--- src/rtl/ahb_response_mux.sv ---
// AHB data-phase return mux: registers the decoder's one-hot select and routes
// slave responses back to the master, with a built-in ERROR-returning default slave.
module ahb_response_mux #(
  parameter int DATA_WIDTH = 32
) (
  input  logic                  hclk,
  input  logic                  hresetn,
  input  logic [3:0]            hsel,
  input  logic [1:0]            htrans,
  input  logic                  hreadyout_s0,
  input  logic                  hreadyout_s1,
  input  logic                  hreadyout_s2,
  input  logic                  hresp_s0,
  input  logic                  hresp_s1,
  input  logic                  hresp_s2,
  input  logic [DATA_WIDTH-1:0] hrdata_s0,
  input  logic [DATA_WIDTH-1:0] hrdata_s1,
  input  logic [DATA_WIDTH-1:0] hrdata_s2,
  output logic                  hready,
  output logic                  hresp,
  output logic [DATA_WIDTH-1:0] hrdata
);

  typedef enum logic [1:0] {SEL_DEF = 2'd0, SEL_S0 = 2'd1, SEL_S1 = 2'd2, SEL_S2 = 2'd3} sel_e;
  typedef enum logic [1:0] {DS_IDLE = 2'd0, DS_ERR1 = 2'd1, DS_ERR2 = 2'd2} ds_e;

  sel_e dsel, sel_enc;
  ds_e  ds_state, ds_next;
  logic ds_ready, ds_resp;

  // Only clean one-hot patterns reach a real slave; everything else is unmapped.
  always_comb begin
    sel_enc = SEL_DEF;
    case (hsel)
      4'b0001: sel_enc = SEL_S0;
      4'b0010: sel_enc = SEL_S1;
      4'b0100: sel_enc = SEL_S2;
      default: sel_enc = SEL_DEF;
    endcase
  end

  always_ff @(posedge hclk or negedge hresetn) begin
    if (!hresetn) begin
      dsel     <= SEL_DEF;
      ds_state <= DS_IDLE;
    end else begin
      if (hready) dsel <= sel_enc;
      ds_state <= ds_next;
    end
  end

  // Default slave: two-cycle ERROR for active unmapped transfers, zero-wait OKAY otherwise.
  always_comb begin
    ds_next  = ds_state;
    ds_ready = 1'b1;
    ds_resp  = 1'b0;
    case (ds_state)
      DS_ERR1: begin
        ds_ready = 1'b0;
        ds_resp  = 1'b1;
        ds_next  = DS_ERR2;
      end
      DS_ERR2: begin
        ds_resp = 1'b1;
        ds_next = (hready && sel_enc == SEL_DEF && htrans[1]) ? DS_ERR1 : DS_IDLE;
      end
      default: begin
        ds_next = (hready && sel_enc == SEL_DEF && htrans[1]) ? DS_ERR1 : DS_IDLE;
      end
    endcase
  end

  always_comb begin
    hready = ds_ready;
    hresp  = ds_resp;
    hrdata = '0;
    case (dsel)
      SEL_S0: begin
        hready = hreadyout_s0;
        hresp  = hresp_s0;
        hrdata = hrdata_s0;
      end
      SEL_S1: begin
        hready = hreadyout_s1;
        hresp  = hresp_s1;
        hrdata = hrdata_s1;
      end
      SEL_S2: begin
        hready = hreadyout_s2;
        hresp  = hresp_s2;
        hrdata = hrdata_s2;
      end
      default: ;
    endcase
  end

endmodule

--- config.mk ---
export PLATFORM = sky130hd
export DESIGN_NAME = ahb_response_mux
export DESIGN_NICKNAME = d
export VERILOG_FILES = /design/src/rtl/ahb_response_mux.sv
export SDC_FILE = /design/constraint.sdc
export NUM_CORES = 1
export LEC_CHECK = 0
export ABC_AREA = 1
export BUFFER_PORTS_ARGS = -buffer_cell sky130_fd_sc_hd__buf_2
export CAP_MARGIN = 20
export CORE_MARGIN = 3
export CORE_UTILIZATION = 27
export CTS_BUF_LIST = sky130_fd_sc_hd__clkbuf_8
export DETAILED_ROUTE_END_ITERATION = 12
export PLACE_DENSITY = 0.8
export SYNTH_ARGS = -nofsm -noshare
export SYNTH_HDL_FRONTEND = slang
export SYNTH_SLANG_ARGS = --single-unit
--- constraint.sdc ---
create_clock -name hclk -period 1 [get_ports hclk]
set_input_delay 0.05 -clock hclk [delete_from_list [all_inputs] [get_ports hclk]]
set_output_delay 0.05 -clock hclk [all_outputs]
set_load 0.005 [all_outputs]
**After elaboration in Yosys (flattened, before gate mapping)**

Index checks and enable logic that the tools add are counted.

- Bits in registers: 4

- Eq/ne operators: 8
- Mux-type cells: 8
- Reduce and logical (&&, ||, !) cells: 4

Operators by type and width:

| cell | number |
|---|---|
| $pmux W32 S3 | 1 |
| $eq A2 B2 Y1 const B | 3 |
| $pmux W1 S3 | 2 |
| $pmux W2 S3 | 1 |
| $eq A2 B1 Y1 const B | 2 |
| $eq A4 B1 Y1 const B | 1 |
| $eq A4 B2 Y1 const B | 1 |
| $eq A4 B3 Y1 const B | 1 |
| $mux W1 | 3 |
| $logic_and A1 B1 Y1 | 2 |
| $logic_not A2 Y1 | 1 |
| $mux W2 | 1 |
| $reduce_or A2 Y1 | 1 |

**Longest topological paths before layout**

Gate-level depths: netlist of run 1.

- Depth in word-level cells: 7
- Gate-level depth with buffers: 7

**Worst setup path before layout of run 1**

Ideal clock, no wire load.

- Path type: register to register
- Start point: register dsel[1]
- End point: register dsel[0]
- Setup time: 0.117 ns
- Data arrival time: 0.904 ns
- Required time: 0.883 ns
- Path slack: -0.021 ns
- Stages on the path, launching flop included: 7
- Path buffers: 0
- Period minus slack after synthesis: 1.021 ns
- Cells stage by stage: dfrtp_1 -> nand2_1 -> clkinv_2 -> nand2_2 -> nand3_2 -> nand3_1 -> nand2_1

- Cells in the longest elaborated chain, start to end: 2

Ends and longest elaborated chain:

| item | RTL line | RTL |
|---|---|---|
| start, declared | 27 | `sel_e dsel, sel_enc;` |
| start signal, assigned | 47 | `if (hready) dsel <= sel_enc;` |
| $eq A2 B2 Y1 or $eq A2 B1 Y1 (tied branches) | 77 | `case (dsel)` |
| $pmux W1 S3 (*) | 77 |  |

Mark *: on every way between the ends. The rest lies on a longest branch, timed or not.
A chain may end at the register's enable or synchronous reset.

**Worst setup path after layout of run 1**

- Start point: register dsel[1]
- End point: output port hrdata[20]

- Cells in the longest elaborated chain, start to end: 2

Ends and longest elaborated chain:

| item | RTL line | RTL |
|---|---|---|
| $eq A2 B2 Y1 or $eq A2 B1 Y1 (tied branches) | 77 |  |
| $pmux W32 S3 (*) | 77 |  |
| end, declared | 21 | `output logic [DATA_WIDTH-1:0] hrdata` |

Marks and branches as above.

==> results of run 1 <==
==> per-stage QoR <==
stage,util (%),TNS [ns],area [µm²],worst slack [ns],hold WS [ns]
after floorplan,-,0,927,0.00142,-0.246
after global placement,54.4,-3.92,1720,-0.124,-0.144
after detailed placement,54.4,-4.49,1720,-0.161,-0.145
after CTS,57.4,-11.42,1810,-0.351,0.153
after global routing,66.8,-15.10,2110,-0.443,0.179
final,66.8,-12.98,2110,-0.403,0.151
==> metal layers <==
| layer | part of all wire, % | track usage, % |
|---|---|---|
| met4 | 2.3 | 6.33 |
| met2 | 56 | 37.5 |
| met3 | 9.2 | 4.68 |
| met1 | 32 | 19.1 |
| met5 | 0 | 0 |
==> worst max-delay path by stage <==
stage / from / to / slack, ns
finish: dsel[1]$_DFFE_PN0P_ / hrdata[20] / -0.40
global route: dsel[1]$_DFFE_PN0P_ / hrdata[20] / -0.44
CTS: dsel[1]$_DFFE_PN0P_ / hrdata[28] / -0.35
detailed placement: dsel[1]$_DFFE_PN0P_ / hrdata[5] / -0.16
global placement: dsel[1]$_DFFE_PN0P_ / hrdata[21] / -0.12
floorplan: dsel[1]$_DFFE_PN0P_ / dsel[1]$_DFFE_PN0P_ / 0.001
==> flip-flops by register name, indices dropped and copies added (netlist names) <==
name      flops
dsel          2
ds_state      2
==> cells in the mapped netlist, drive strengths merged <==
| cell type | count | area (µm²) |
|---|---|---|
| and2 | 1 | 6.26 |
| buf | 9 | 78.8 |
| clkinv | 1 | 5.00 |
| dfrtp | 4 | 100 |
| ha | 1 | 12.5 |
| inv | 9 | 33.8 |
| nand2 | 111 | 419 |
| nand3 | 38 | 195 |
| nand4 | 2 | 12.5 |
| nor2 | 9 | 48.8 |
| o21bai | 1 | 11.3 |
==> logic make-up after synthesis <==
logic type	Yosys count	share of synthesized area, %
and+or+nand+nor	161	73.8
adders and majority gates	1	1.35
DFF	4	10.8
AOI/OAI and AO/OA	1	1.22
buffers and inverters	19	12.7
==> critical path, cell delays in order, from the launching register on <==
cell and delay, ns:
dfrtp_2 0.44, inv_2 0.08, nor2_4 0.04, buf_6 0.13
clkbuf_16 0.17, nand2_4 0.08, nand3_2 0.06, buf_2 0.13
==> report_power, final <==
part           leakage [nW]  internal [mW]  switching, mW
registers            0.0494          0.222         0.0605
logic                  1.29           1.64           1.54
clock network        0.0269          0.263         0.0943
==> layout make-up <==
class                      count  area (µm²)
clock buffer                   3        41.3
clock inverter                 1        3.75
fill                         301        1050
inverter                      10        42.5
multi-input combinational    163         911
sequential                     4         103
tap                           44        55.1
timing repair buffer         159         951
==> what timing repair did <==
| action | CTS | global route |
|---|---|---|
| endpoints found under the hold margin | 4 | 0 |
| gates resized for setup | 8 | 50 |
| hold buffers | 1 | 0 |
| cloned | 0 | 3 |
| setup endpoints to repair | 37 | 37 |
| pin swaps | 1 | 18 |
| buffers inserted | 2 | 4 |
==> flow_metrics.env, run 1 <==
export IMPL_status="complete, but fails checks"
export IMPL_violations="negative setup slack"
export IMPL_hold_class="in2async"
export IMPL_die_area_um2=4160
export IMPL_grt_pass1_wl_um=6440
export IMPL_path_max_fanout=7
export IMPL_rsz0062_at_grt="yes"
export IMPL_die_h_um=64.5
export IMPL_critPathLaunchType="flip-flop"
export IMPL_power_density_nw_per_um2=1820
export IMPL_r2r_start="dsel[1]$_DFFE_PN0P_"
export IMPL_period_needed_ns=1.40
export IMPL_area_growth_syn_to_layout_pct=128
export IMPL_synth_cells=186
export IMPL_cts_max_path_buffers=2
export IMPL_maxSlewHeadroom_pct=89.8
export IMPL_nets=452
export IMPL_wl_per_cell_um=13.0
export IMPL_dp_cells=370
export IMPL_syn_area_per_cell_um2=4.96
export IMPL_wl_um=4990
export IMPL_die_w_um=64.5
export IMPL_synth_yosys_seq_area_share_pct=10.8
export IMPL_vias=1751
export IMPL_worst_slack_ns=-0.403
export IMPL_max_freq_mhz=713
export IMPL_reg2reg_depth=7
export IMPL_rows=20
export IMPL_clk_latency_ns=0.22
export IMPL_leakagePower_nw=1.37
export IMPL_port_buffers=142
export IMPL_grt_pass1_vias=1502
export IMPL_overflow=0
export IMPL_syn_area_um2=923
export IMPL_layout_commonest_cell="buf_2"
export IMPL_arrival_ns=1.35
export IMPL_final_cell_mix="141 x buf_2, 90 x nand2_1, 21 x nand3_1"
export IMPL_maxCapViolations=0
export IMPL_initial_utilization_pct=29.3
export IMPL_cts_sinks=4
export IMPL_vias_per_cell=4.56
export IMPL_final_setup_skew_ns=0.00836
export IMPL_yosysWarnings=0
export IMPL_routabilityCongestion=0.810
export IMPL_final_max_slew_violation_count=0
export IMPL_syn_nets=297
export IMPL_hpwl_um=3420
export IMPL_cp_data_required_time_ns=0.95
export IMPL_cts_tree="done"
export IMPL_layout_cells_non_filler=384
export IMPL_drt_initial_drc_count=63
export IMPL_hold_viol=0
export IMPL_cts_root_buf="clkbuf_8"
export IMPL_setup_viol=37
export IMPL_numCtsBuffers=3
export IMPL_antenna_cells=0
export IMPL_h_tree_depth=1
export IMPL_ant_nets=0
export IMPL_path_class="reg2out"
export IMPL_finalPower_mw=3.83
export IMPL_tightest_slew_ns=0.153
export IMPL_peakVddDrop_uv=1360
export IMPL_clk_pin_slew_ns=0.04
export IMPL_grt_usage_pct=19.0
export IMPL_ys_ff_latch=4
export IMPL_core_area_um2=3150
export IMPL_ys_types=16
export IMPL_crit_path_end_kind="output port"
export IMPL_grt_max_degree=19
export IMPL_drive_above_1_share_pct=61.5
export IMPL_drt_first_pass_iters=4
export IMPL_drc_errors=0
export IMPL_reg2reg_to="ds_state[0]$_DFF_PN0_"
export IMPL_io_pins=144
export IMPL_reg2reg_slack_ns=-0.29
export IMPL_final_period_utilization_pct=140
export IMPL_antenna_found_initial=0
Note: power is estimated with default switching activity, not from simulation.
==> run 2, diff against run 1 <==
--- a/config.mk
+++ b/config.mk
@@ -13,6 +13,7 @@
 export CTS_BUF_LIST = sky130_fd_sc_hd__clkbuf_8
 export DETAILED_ROUTE_END_ITERATION = 12
 export PLACE_DENSITY = 0.8
+export RECOVER_POWER = 100
 export SYNTH_ARGS = -nofsm -noshare
 export SYNTH_HDL_FRONTEND = slang
 export SYNTH_SLANG_ARGS = --single-unit
==> run 2 against run 1 <==
- the run still ends with negative setup slack left
- maximum frequency about the same
- register-to-register slack about the same
- sequential power about the same
- critical path type unchanged
- highest routed layer unchanged
==> flow_metrics.env, run 2 (same netlist as run 1, synthesis figures left out) <==
export IMPL_wl_per_cell_um=13.0
export IMPL_routabilityCongestion=0.810
export IMPL_hold_viol=0
export IMPL_nets=452
export IMPL_antenna_cells=0
export IMPL_cell_internal_pwr_mw=2.13
export IMPL_final_period_utilization_pct=140
export IMPL_area_growth_syn_to_layout_pct=128
export IMPL_die_h_um=64.5
export IMPL_crit_chain="inv_2, nor2_4, buf_6, clkbuf_16, nand2_4, nand3_2, buf_2"
export IMPL_crit_start="dsel[1]$_DFFE_PN0P_"
export IMPL_grt_usage_pct=19.0
export IMPL_maxSlewHeadroom_pct=86.4
export IMPL_slowest_delay_ns=0.44
export IMPL_rsz0062_at_grt="yes"
export IMPL_overflow=0
export IMPL_die_area_um2=4160
export IMPL_initial_utilization_pct=29.3
export IMPL_cp_slowest_cell="dfrtp_2"
export IMPL_final_max_slew_violation_count=0
export IMPL_vias_per_cell=4.56
export IMPL_cts_tree="done"
export IMPL_crit_path_end_kind="output port"
export IMPL_dr_wl_met2_um=2800
export IMPL_r2r_start="dsel[1]$_DFFE_PN0P_"
export IMPL_wl_met1_um=1620
export IMPL_peakVddDrop_uv=1360
export IMPL_numCtsBuffers=3
export IMPL_final_cell_mix="140 x buf_2, 90 x nand2_1, 21 x nand3_1"
export IMPL_h_tree_depth=1
export IMPL_drive_above_1_share_pct=61.2
export IMPL_hold_class="in2reg"
export IMPL_clk_latency_ns=0.22
export IMPL_status="complete, but fails checks"
export IMPL_worstHoldStart="htrans[1]"
export IMPL_layout_cells_non_filler=384
export IMPL_design_area_um2=2110
export IMPL_worst_slack_ns=-0.403
export IMPL_arrival_ns=1.35
export IMPL_clock_power_share_pct=9.3
export IMPL_layout_commonest_cell="buf_2"
export IMPL_wl_um=5000
export IMPL_hpwl_um=3420
export IMPL_antenna_found_initial=0
export IMPL_period_needed_ns=1.40
export IMPL_switching_share_pct=44.4
export IMPL_dpl_cell_area_um2=1720
export IMPL_grt_pass1_wl_um=6440
export IMPL_cp_data_required_time_ns=0.95
export IMPL_violations="negative setup slack"
export IMPL_dr_wl_met3_um=457
export IMPL_rows=20
export IMPL_setup_viol=37
export IMPL_tightest_slew_ns=0.205
export IMPL_grt_pass1_vias=1502
export IMPL_power_density_nw_per_um2=1820
export IMPL_maxCapViolations=0
export IMPL_drt_initial_drc_count=63
export IMPL_sequentialPowerShare_pct=7.4
export IMPL_grt_max_degree=19
export IMPL_whs_ns=0.166
export IMPL_cts_sinks=4
export IMPL_highest_layer="met4"
export IMPL_dp_cells=370
export IMPL_leakagePower_nw=1.36
export IMPL_die_w_um=64.5
export IMPL_path_class="reg2out"
export IMPL_reg_top3="ds_state (2), dsel (2)"
export IMPL_switchingPower_mw=1.70
export IMPL_drc_errors=0
export IMPL_cts_root_buf="clkbuf_8"
export IMPL_critPathLaunchType="flip-flop"
export IMPL_final_setup_skew_ns=0.00837
export IMPL_cts_max_path_buffers=2
export IMPL_path_max_fanout=7
export IMPL_combPwrFrac_pct=83.3
export IMPL_port_buffers=142
export IMPL_core_area_um2=3150
export IMPL_vias=1751
export IMPL_ant_nets=0
export IMPL_drt_first_pass_iters=4
export IMPL_max_freq_mhz=713
export IMPL_io_pins=144
export IMPL_clk_pin_slew_ns=0.04
-- run 2: changes by cell type in the layout (fill, tap and decap cells not counted), sizes merged --
cell	delta
buf	-1
clkbuf	+1
-- run 2: stage by stage --
stage	setup slack (ns)	util (%)	total power [mW]	TNS [ns]
final	-0.403	66.8	3.83	-12.98
after global placement	-0.124	54.4	2.52	-3.92
after detailed placement	-0.161	54.4	2.54	-4.49
after floorplan	0.00142	-	1.51	0
after CTS	-0.351	57.4	3.00	-11.42
after global routing	-0.443	66.8	4.15	-15.10
-- run 2: critical path, delay by kind of cell, from the launching register on --
kind	cells	cell delay (ns)
buf+inv	4	0.51
flops	1	0.44
simple gates	3	0.18
-- run 2: area by class of cell --
class	instances	area, µm²
fillers	300	1050
multi-input cells	163	911
repair buffers	159	950
clock inverters	1	3.75
well taps	44	55.1
flip-flops and latches	4	103
inverters	10	42.5
clock buffers	3	41.3
-- run 2: power by group through the flow --
stage	clock network, mW	logic [mW]	registers, mW
3_5_place_dp	0	2.25	0.291
5_1_grt	0.387	3.48	0.289
4_1_cts	0.357	2.35	0.294
3_3_place_gp	0	2.23	0.287
2_1_floorplan	0	1.22	0.283
6_report	0.357	3.19	0.282
-- run 2: final timing paths --
| check | end | slack, ns | cells past startpoint |
|---|---|---|---|
| setup / recovery | hrdata[20] | -0.40 | 7 |
| hold / removal | ds_state[0]$_DFF_PN0_ | 0.17 | 5 |
| setup reg to reg | ds_state[0]$_DFF_PN0_ | -0.29 | 7 |
| hold reg to reg | ds_state[1]$_DFF_PN0_ | 0.58 | 1 |
| max in group asynchronous | dsel[1]$_DFFE_PN0P_ | 0.63 | 2 |
| min in group asynchronous | dsel[0]$_DFFE_PN0P_ | 0.18 | 2 |
-- run 2: repair_timing --
| action | 4_1_cts | 5_1_grt |
|---|---|---|
| gates cloned | 0 | 3 |
| gates resized for setup | 8 | 50 |
| hold buffers | 1 | 0 |
| endpoints found under the setup margin | 37 | 37 |
| hold endpoints to repair | 4 | 0 |
| pin swaps | 1 | 18 |
| setup buffers | 2 | 4 |
-- run 2: routing by layer --
metal,track usage (%),up-vias
li1,-,897
met1,19.1,764
met2,37.5,78
met3,4.68,12
met4,6.33,0
met5,0,-
==> run 3, diff against run 2 <==
--- a/config.mk
+++ b/config.mk
@@ -8,11 +8,13 @@
 export ABC_AREA = 1
 export BUFFER_PORTS_ARGS = -buffer_cell sky130_fd_sc_hd__buf_2
 export CAP_MARGIN = 20
+export CELL_PAD_IN_SITES_DETAIL_PLACEMENT = 0
+export CELL_PAD_IN_SITES_GLOBAL_PLACEMENT = 1
 export CORE_MARGIN = 3
-export CORE_UTILIZATION = 27
+export CORE_UTILIZATION = 14
 export CTS_BUF_LIST = sky130_fd_sc_hd__clkbuf_8
 export DETAILED_ROUTE_END_ITERATION = 12
-export PLACE_DENSITY = 0.8
+export PLACE_DENSITY = 0.79
 export RECOVER_POWER = 100
 export SYNTH_ARGS = -nofsm -noshare
 export SYNTH_HDL_FRONTEND = slang
==> run 3 against run 2 <==
- the run still ends with negative setup slack left
- first-iteration DRC count is 67% lower
- global-route usage is 9.0 points lower
- die area is 83% higher
- clock power is 2% higher
- sequential cell count stayed put
- register-to-register slack better by 0.11 ns
- highest routed layer unchanged
==> flow_metrics.env, run 3 (same netlist as run 1, synthesis figures left out) <==
export IMPL_grt_busiest_layer="met2"
export IMPL_fillers=703
export IMPL_path_class="reg2out"
export IMPL_die_w_um=87.2
export IMPL_drive_above_1_share_pct=59.8
export IMPL_numCtsBuffers=3
export IMPL_whs_ns=0.151
export IMPL_dpl_cell_area_um2=1770
export IMPL_antenna_found_initial=0
export IMPL_leakagePower_nw=1.31
export IMPL_final_cell_mix="139 x buf_2, 90 x nand2_1, 23 x nand3_1"
export IMPL_reg2reg_to="dsel[1]$_DFFE_PN0P_"
export IMPL_final_max_slew_violation_count=0
export IMPL_worst_slack_ns=-0.405
export IMPL_critPathLaunchType="flip-flop"
export IMPL_initial_utilization_pct=15.0
export IMPL_cp_data_required_time_ns=0.95
export IMPL_r2r_start="dsel[1]$_DFFE_PN0P_"
export IMPL_layout_commonest_cell="buf_2"
export IMPL_use_met3_pct=2.27
export IMPL_status="complete, but fails checks"
export IMPL_crit_path_end_kind="output port"
export IMPL_area_growth_syn_to_layout_pct=124
export IMPL_worstHoldStart="htrans[1]"
export IMPL_final_setup_skew_ns=0.00550
export IMPL_reg2reg_slack_ns=-0.18
export IMPL_h_tree_depth=1
export IMPL_drc_errors=0
export IMPL_hold_class="in2reg"
export IMPL_layout_cells_non_filler=408
export IMPL_reg_top3="ds_state (2), dsel (2)"
export IMPL_rsz0062_at_grt="yes"
export IMPL_cts_sinks=4
export IMPL_grt_pass1_vias=1584
export IMPL_drt_initial_drc_count=21
export IMPL_routabilityCongestion=0.804
export IMPL_nets=445
export IMPL_setup_tns_ns=-12.94
export IMPL_port_buffers=142
export IMPL_hold_depth=5
export IMPL_grt_usage_pct=10.1
export IMPL_final_period_utilization_pct=141
export IMPL_path_max_fanout=8
export IMPL_peakVddDrop_uv=801
export IMPL_maxCapViolations=0
export IMPL_vias=1708
export IMPL_grt_util_met1_pct=9.89
export IMPL_cts_max_path_buffers=2
export IMPL_design_area_um2=2070
export IMPL_crit_start="dsel[1]$_DFFE_PN0P_"
export IMPL_clk_latency_ns=0.23
export IMPL_core_area_um2=6170
export IMPL_ant_nets=0
export IMPL_die_area_um2=7610
export IMPL_drt_first_pass_iters=3
export IMPL_wl_um=4620
export IMPL_die_h_um=87.2
export IMPL_tightest_slew_ns=0.201
export IMPL_crit_end="hrdata[31]"
export IMPL_cts_tree="done"
export IMPL_period_needed_ns=1.41
export IMPL_cts_root_buf="clkbuf_8"
export IMPL_io_pins=144
export IMPL_rows=28
export IMPL_violations="negative setup slack"
export IMPL_hold_viol=0
export IMPL_reg2reg_depth=7
export IMPL_power_density_nw_per_um2=1600
export IMPL_overflow=0
export IMPL_vias_per_cell=4.19
export IMPL_grt_pass1_wl_um=6330
export IMPL_use_met2_pct=20.8
export IMPL_clk_pin_slew_ns=0.04
export IMPL_finalPower_mw=3.31
export IMPL_hpwl_um=3560
export IMPL_maxSlewHeadroom_pct=86.6
export IMPL_dp_cells=401
export IMPL_wl_per_cell_um=11.3
export IMPL_grt_max_degree=21
export IMPL_arrival_ns=1.36
export IMPL_max_freq_mhz=712
export IMPL_antenna_cells=0
export IMPL_setup_viol=37
-- run 3: changes by cell type in the layout (fill, tap and decap cells not counted), sizes merged --
cell    change
buf         -6
clkbuf      -1
-- run 3: metrics by stage --
stage / util, % / setup slack, ns
6_report: 33.5 / -0.405
3_5_place_dp: 28.7 / -0.192
5_1_grt: 33.5 / -0.454
2_1_floorplan: - / 0.00142
4_1_cts: 30.4 / -0.382
3_3_place_gp: 28.7 / -0.153
-- run 3: metal layers --
metal  vias up  share of wire, %  wire length [µm]
li1        880                 -                 -
met4         0              0.74                34
met1       748                35              1600
met3         3                11               494
met2        77                54              2500
met5         -                 0                 0
-- run 3: area by class of cell --
cell class / count / area (µm²) / area share (%)
Clock buffer: 3 / 41.3 / 2.00
Inverter: 10 / 42.5 / 2.06
Multi-Input combinational cell: 163 / 891 / 43.1
Sequential cell: 4 / 103 / 4.97
Clock inverter: 1 / 3.75 / 0.182
Tap cell: 75 / 93.8 / 4.54
Timing Repair Buffer: 152 / 891 / 43.1
-- run 3: worst min path at each step --
stage	to	slack, ns
after floorplan	ds_state[0]$_DFF_PN0_	-0.25
after global placement	ds_state[1]$_DFF_PN0_	-0.14
after detailed placement	ds_state[1]$_DFF_PN0_	-0.14
after CTS	ds_state[0]$_DFF_PN0_	0.15
after global routing	ds_state[0]$_DFF_PN0_	0.21
final	ds_state[0]$_DFF_PN0_	0.15
-- run 3: repair_timing --
| action | CTS | global route |
|---|---|---|
| cloned | 0 | 1 |
| hold endpoints to repair | 4 | 0 |
| hold buffers | 1 | 0 |
| gates resized for setup | 14 | 41 |
| pin swaps | 1 | 20 |
| endpoints found under the setup margin | 37 | 37 |
| buffers inserted | 1 | 1 |
-- run 3: critical path, stage by stage, from the launching register on --
cell and delay [ns]:
dfrtp_2 0.45, nand2_2 0.11, clkinv_4 0.10, clkbuf_16 0.19, nand2_4 0.07, nand3_2 0.06
buf_2 0.13
-- run 3: power by group --
| part | switching [mW] | total (mW) | internal (mW) |
|---|---|---|---|
| Combinational | 1.30 | 2.66 | 1.36 |
| Sequential | 0.0708 | 0.293 | 0.222 |
| Clock | 0.0999 | 0.363 | 0.263 |
